## src/rtl/uart_tx_arbiter.sv

```systemverilog
// rtl/uart_tx_arbiter.sv - round-robin arbiter sharing one uart_tx between byte-stream requesters
//
// Purpose:
//   Grants a single uart_tx to one of num_req_p requesters at a time. Only one
//   character is in flight at a time. With line_lock_p=1 the owner keeps the
//   transmitter until it sends eol_char_p. The grant is also released when the
//   owner hits max_hold_p characters, or sits idle for idle_timeout_p cycles.
//
// Ports:
//   clk_i        clock
//   reset_n_i    asynchronous active-low reset
//   req_v_i      per-requester valid
//   req_data_i   per-requester character, requester i at [i*data_bits_p +: data_bits_p]
//   req_yumi_o   per-requester consume (one-hot or zero)
//   tx_v_o       valid to uart_tx
//   tx_data_o    character to uart_tx
//   tx_yumi_i    uart_tx accepted the character
//   tx_done_i    uart_tx finished the character (1-cycle pulse)
//   busy_o       a grant is active
//   owner_o      current or last owner index

module uart_tx_arbiter #(
    parameter int                     num_req_p      = 4,
    parameter int                     data_bits_p    = 8,
    parameter int                     line_lock_p    = 1,
    parameter logic [data_bits_p-1:0] eol_char_p     = 8'h0A,
    parameter int                     max_hold_p     = 128,
    parameter int                     idle_timeout_p = 1024
) (
    input  logic                                 clk_i,
    input  logic                                 reset_n_i,
    input  logic [num_req_p-1:0]                 req_v_i,
    input  logic [num_req_p*data_bits_p-1:0]     req_data_i,
    output logic [num_req_p-1:0]                 req_yumi_o,
    output logic                                 tx_v_o,
    output logic [data_bits_p-1:0]               tx_data_o,
    input  logic                                 tx_yumi_i,
    input  logic                                 tx_done_i,
    output logic                                 busy_o,
    output logic [$clog2(num_req_p)-1:0]         owner_o
);

    localparam int owner_w = $clog2(num_req_p);
    localparam int char_w  = $clog2(max_hold_p + 1);
    localparam int idle_w  = $clog2(idle_timeout_p + 1);

    typedef enum logic [1:0] {
        e_idle,
        e_send,
        e_wait_done,
        e_locked
    } state_e;

    state_e               r_state;
    logic [owner_w-1:0]   r_owner;
    logic [owner_w-1:0]   r_rr_ptr;
    logic [char_w-1:0]    r_char_cnt;
    logic [idle_w-1:0]    r_idle_cnt;
    logic                 r_eol_seen;

    logic                   w_pick_v;
    logic [owner_w-1:0]     w_pick;
    logic [owner_w-1:0]     w_idx;
    logic [owner_w-1:0]     w_next_ptr;
    logic                   w_owner_v;
    logic [data_bits_p-1:0] w_owner_data;

    // Cyclic scan from r_rr_ptr. Walking offsets from the far end lets the
    // nearest set bit overwrite the others, so it wins.
    always_comb begin
        w_pick_v = 1'b0;
        w_pick   = '0;
        w_idx    = '0;
        for (int k = num_req_p - 1; k >= 0; k--) begin
            w_idx = owner_w'((int'(r_rr_ptr) + k) % num_req_p);
            if (req_v_i[w_idx]) begin
                w_pick_v = 1'b1;
                w_pick   = w_idx;
            end
        end
    end

    always_comb begin
        w_owner_data = '0;
        for (int i = 0; i < num_req_p; i++) begin
            if (r_owner == owner_w'(i)) begin
                w_owner_data = req_data_i[i*data_bits_p +: data_bits_p];
            end
        end
    end

    assign w_owner_v  = req_v_i[r_owner];
    // The last owner drops to lowest priority on release.
    assign w_next_ptr = (r_owner == owner_w'(num_req_p - 1)) ? '0 : r_owner + 1'b1;

    assign tx_v_o    = (r_state == e_send) && w_owner_v;
    assign tx_data_o = w_owner_data;
    assign busy_o    = (r_state != e_idle);
    assign owner_o   = r_owner;

    always_comb begin
        req_yumi_o = '0;
        if (r_state == e_send) begin
            req_yumi_o[r_owner] = tx_yumi_i;
        end
    end

    always_ff @(posedge clk_i or negedge reset_n_i) begin
        if (!reset_n_i) begin
            r_state    <= e_idle;
            r_owner    <= '0;
            r_rr_ptr   <= '0;
            r_char_cnt <= '0;
            r_idle_cnt <= '0;
            r_eol_seen <= 1'b0;
        end else begin
            case (r_state)
                e_idle: begin
                    if (w_pick_v) begin
                        r_owner    <= w_pick;
                        r_char_cnt <= '0;
                        r_idle_cnt <= '0;
                        r_state    <= e_send;
                    end
                end
                e_send: begin
                    if (tx_yumi_i) begin
                        r_eol_seen <= (w_owner_data == eol_char_p);
                        if (r_char_cnt != char_w'(max_hold_p)) begin
                            r_char_cnt <= r_char_cnt + 1'b1;
                        end
                        r_state <= e_wait_done;
                    end else if (!w_owner_v) begin
                        // Owner retracted its valid: give the transmitter up.
                        r_rr_ptr <= w_next_ptr;
                        r_state  <= e_idle;
                    end
                end
                e_wait_done: begin
                    if (tx_done_i) begin
                        if (line_lock_p == 0 || r_eol_seen ||
                            r_char_cnt == char_w'(max_hold_p)) begin
                            r_rr_ptr <= w_next_ptr;
                            r_state  <= e_idle;
                        end else begin
                            r_idle_cnt <= '0;
                            r_state    <= e_locked;
                        end
                    end
                end
                e_locked: begin
                    if (w_owner_v) begin
                        r_state <= e_send;
                    end else if (r_idle_cnt == idle_w'(idle_timeout_p - 1)) begin
                        r_rr_ptr <= w_next_ptr;
                        r_state  <= e_idle;
                    end else begin
                        r_idle_cnt <= r_idle_cnt + 1'b1;
                    end
                end
                default: r_state <= e_idle;
            endcase
        end
    end

endmodule
```

## config.mk

```make
export PLATFORM = sky130hd
export DESIGN_NAME = uart_tx_arbiter
export DESIGN_NICKNAME = d
export VERILOG_FILES = /design/src/rtl/uart_tx_arbiter.sv
export SDC_FILE = /design/constraint.sdc
export NUM_CORES = 1
export LEC_CHECK = 0
export ABC_AREA = 1
export BUFFER_PORTS_ARGS = -buffer_cell sky130_fd_sc_hd__buf_2
export CAP_MARGIN = 20
export CORE_UTILIZATION = 26
export DETAILED_ROUTE_END_ITERATION = 8
export GPL_TIMING_DRIVEN = 0
export PLACE_DENSITY = 0.54
export SLEW_MARGIN = 20
export SYNTH_ARGS = -nofsm -noshare
export SYNTH_HDL_FRONTEND = slang
export SYNTH_SLANG_ARGS = --single-unit
export TNS_END_PERCENT = 1
```

## constraint.sdc

```tcl
create_clock -name clk_i -period 2.1 [get_ports clk_i]
set_input_delay 0.42 -clock clk_i [delete_from_list [all_inputs] [get_ports clk_i]]
set_output_delay 0.42 -clock clk_i [all_outputs]
set_load 0.02 [all_outputs]
```

==> flow_summary.toml <==
[finish]
final_cells = 568
drive_gt1_share_pct = 31.1
diodes = 0
area_growth_pct = 37.1
nFillCells = 925
fin_nets = 509
utilization_pct = 36.8
final_cell_area_sq_um = 3190

[power]
peakVddDrop_v = 0.000499
powerDensity_nw_per_um2 = 1380
p_seq_share_pct = 16.3
p_sw_mw = 2.21
combPwrFrac_pct = 77.2
leakage_nw = 1.63
clkPwrFrac_pct = 6.5
power.internal_mw = 2.21
switching_share_pct = 50.0
total_power_mw = 4.41

[logic_synthesis]
ys_ff_latch = 26
synth.yosys.seq_area_share_pct = 27.9
synth_nets = 425
async_flop_share_pct = 100
yosysWarnings = 0
yosysTopAreaCell = "dfrtp_1"
avgSynthCellArea_sq_um = 6.16
post-synth-top-count-cell = "nand2_1"
ys.flop_type = "dfrtp_1"
synth_area_leaders = "dfrtp_1 (28%), nand2_1 (22%), nor2_1 (7.7%)"
synthTopCellsByCount = "nand2_1 (135), nor2_1 (48), inv_1 (37)"
syn-cell-area_sq_um = 2330
yosys.area.top_type_share_pct = 27.9
synth_edf_count = 0
synth_cell_types = 34
syn-instance-count = 378

[worst_setup_path]
worstRegToRegCells = 15
critPathLaunchType = "register"
cp.required_ns = 1.68
end_kind = "primary output"
arrival_ns = 1.72
path_class = "reg -> out"
cp_max_fo = 6

[timing]
drv_slew = 0
fin_worst_skew_ns = 0.00456
hold_viol_final = 0
max_freq_ghz = 0.468
tightest_slew_ns = 0.608
slew_headroom_pct = 59.4
hold_ws_ns = 0.149
worst_slack_ns = -0.0384
rsz0062_at_grt = "yes"
setup_viol = 7
fin_tns_setup_ns = -0.166
fin_crit_sh_pct = 102
period_needed_ns = 2.14

[clocking]
root_buffer = "clkbuf_8"
cts_tree = "done"
cts_htree_levels = 1
clk_latency_ns = 0.27
clockBufferDepth = 2
clock_sinks = 26
cts_buffers = 3
clkTransAtPathRegs_ns = 0.09
hold_buffers = 0

[outcome]
violations = "DRC, setup timing"
status = "finished, violations left"

[drt]
via_per_inst = 4.65
drtPass1Iterations = 6
ant_nets = 0
drc = 1
wirelength_mm = 6.83
vias = 2642
drtIter0Drc = 123
routedWlPerCell_um = 12.0

[floorplanning]
placementRows = 34
die_h_um = 96.7
num_io_pins = 56
dieArea_sq_um = 9340
die_w_um = 96.7
start_util_pct = 26.8
coreArea_sq_um = 8680

[place]
numPortBuffers = 55
post_dp_cell_area_sq_um = 2740
placed_cells = 541
place_hpwl_mm = 4.86
routabilityCongestion = 0.877
dpl_worst_slack_ns = -0.304

[run]
maxCapViolCount = 0

[hold_path]
hold_class = "in -> async"

[global_route]
grt_max_degree = 27
grtUsageTotal_pct = 14.7
antenna_found_initial = 0
grt-ovfl-total = 0
grt_pass1_vias = 2574
grt_pass1_wl_mm = 11.7
-- state kept, by name (all words and copies together), names as in the netlist --
| name | cells |
|---|---|
| r_idle_cnt | 11 |
| r_char_cnt | 8 |
| owner_o | 2 |
| r_rr_ptr | 2 |
| r_state | 2 |
| r_eol_seen | 1 |
-- critical path, cell delays in order, from the launching register on --
cell and delay [ns]:
dfrtp_2 0.45, inv_4 0.07, ha_4 0.16, buf_12 0.14
buf_12 0.13, a21oi_2 0.09, nand2_1 0.07, o211ai_1 0.08
nand2_1 0.11, buf_6 0.14
-- final cells by class --
cell class	count	area, sq um	area share [%]
Inverter	41	176	5.52
Clock buffer	3	41.3	1.29
Tap cell	108	135	4.23
Timing Repair Buffer	78	504	15.8
Timing Repair inverter	1	8.76	0.274
Multi-Input combinational cell	302	1580	49.4
Buffer	9	97.6	3.06
Sequential cell	26	653	20.4
-- logic make-up after synthesis --
kind of cell | synth area share [%]
AOI/OAI and AO/OA | 10.4
DFF | 27.9
buffers and inverters | 9.29
adders and majority gates | 3.76
and+or+nand+nor | 47.5
xor gates and xnor gates | 1.13
-- power by group through the flow --
stage | Combinational (mW) | Sequential [mW] | Clock (mW)
global route | 3.77 | 0.732 | 0.315
finish | 3.40 | 0.718 | 0.288
global placement | 2.41 | 0.721 | 0
detailed placement | 2.42 | 0.723 | 0
CTS | 3.25 | 0.719 | 0.303
floorplan | 1.80 | 0.711 | 0
-- cells in the final DEF, fill, tap and decap left out, types with 10 or more instances in the layout --
cell type,instances
nand3_1,32
buf_4,22
nor2_1,43
nand4_1,17
dfrtp_1,24
inv_1,33
nand2_1,132
buf_6,10
nand2_2,11
a21oi_1,10
buf_2,50
-- worst paths after layout --
path	end	slack [ns]	start
worst max register to register	r_eol_seen	-0.03	owner_o[0]
worst max-delay path	tx_data_o[5]	-0.04	owner_o[0]
worst min-delay path	r_eol_seen	0.15	reset_n_i
worst min register to register	r_eol_seen	0.49	r_eol_seen
min in group clk_i	r_eol_seen	0.49	r_eol_seen
max in group asynchronous	owner_o[1]	1.52	reset_n_i
-- repair_timing --
item,4_1_cts,5_1_grt
buffers inserted,22,1
gates cloned,1,0
setup endpoints to repair,11,10
resized for setup,53,13
pin swaps,11,12
-- metal layers --
layer | wire length, um | track usage [%]
met3 | 277 | 1.59
met4 | 58 | 3.33
met2 | 3330 | 26.1
met5 | 0 | 0
met1 | 3160 | 19.1
Note: power is estimated with default switching activity, not from simulation.
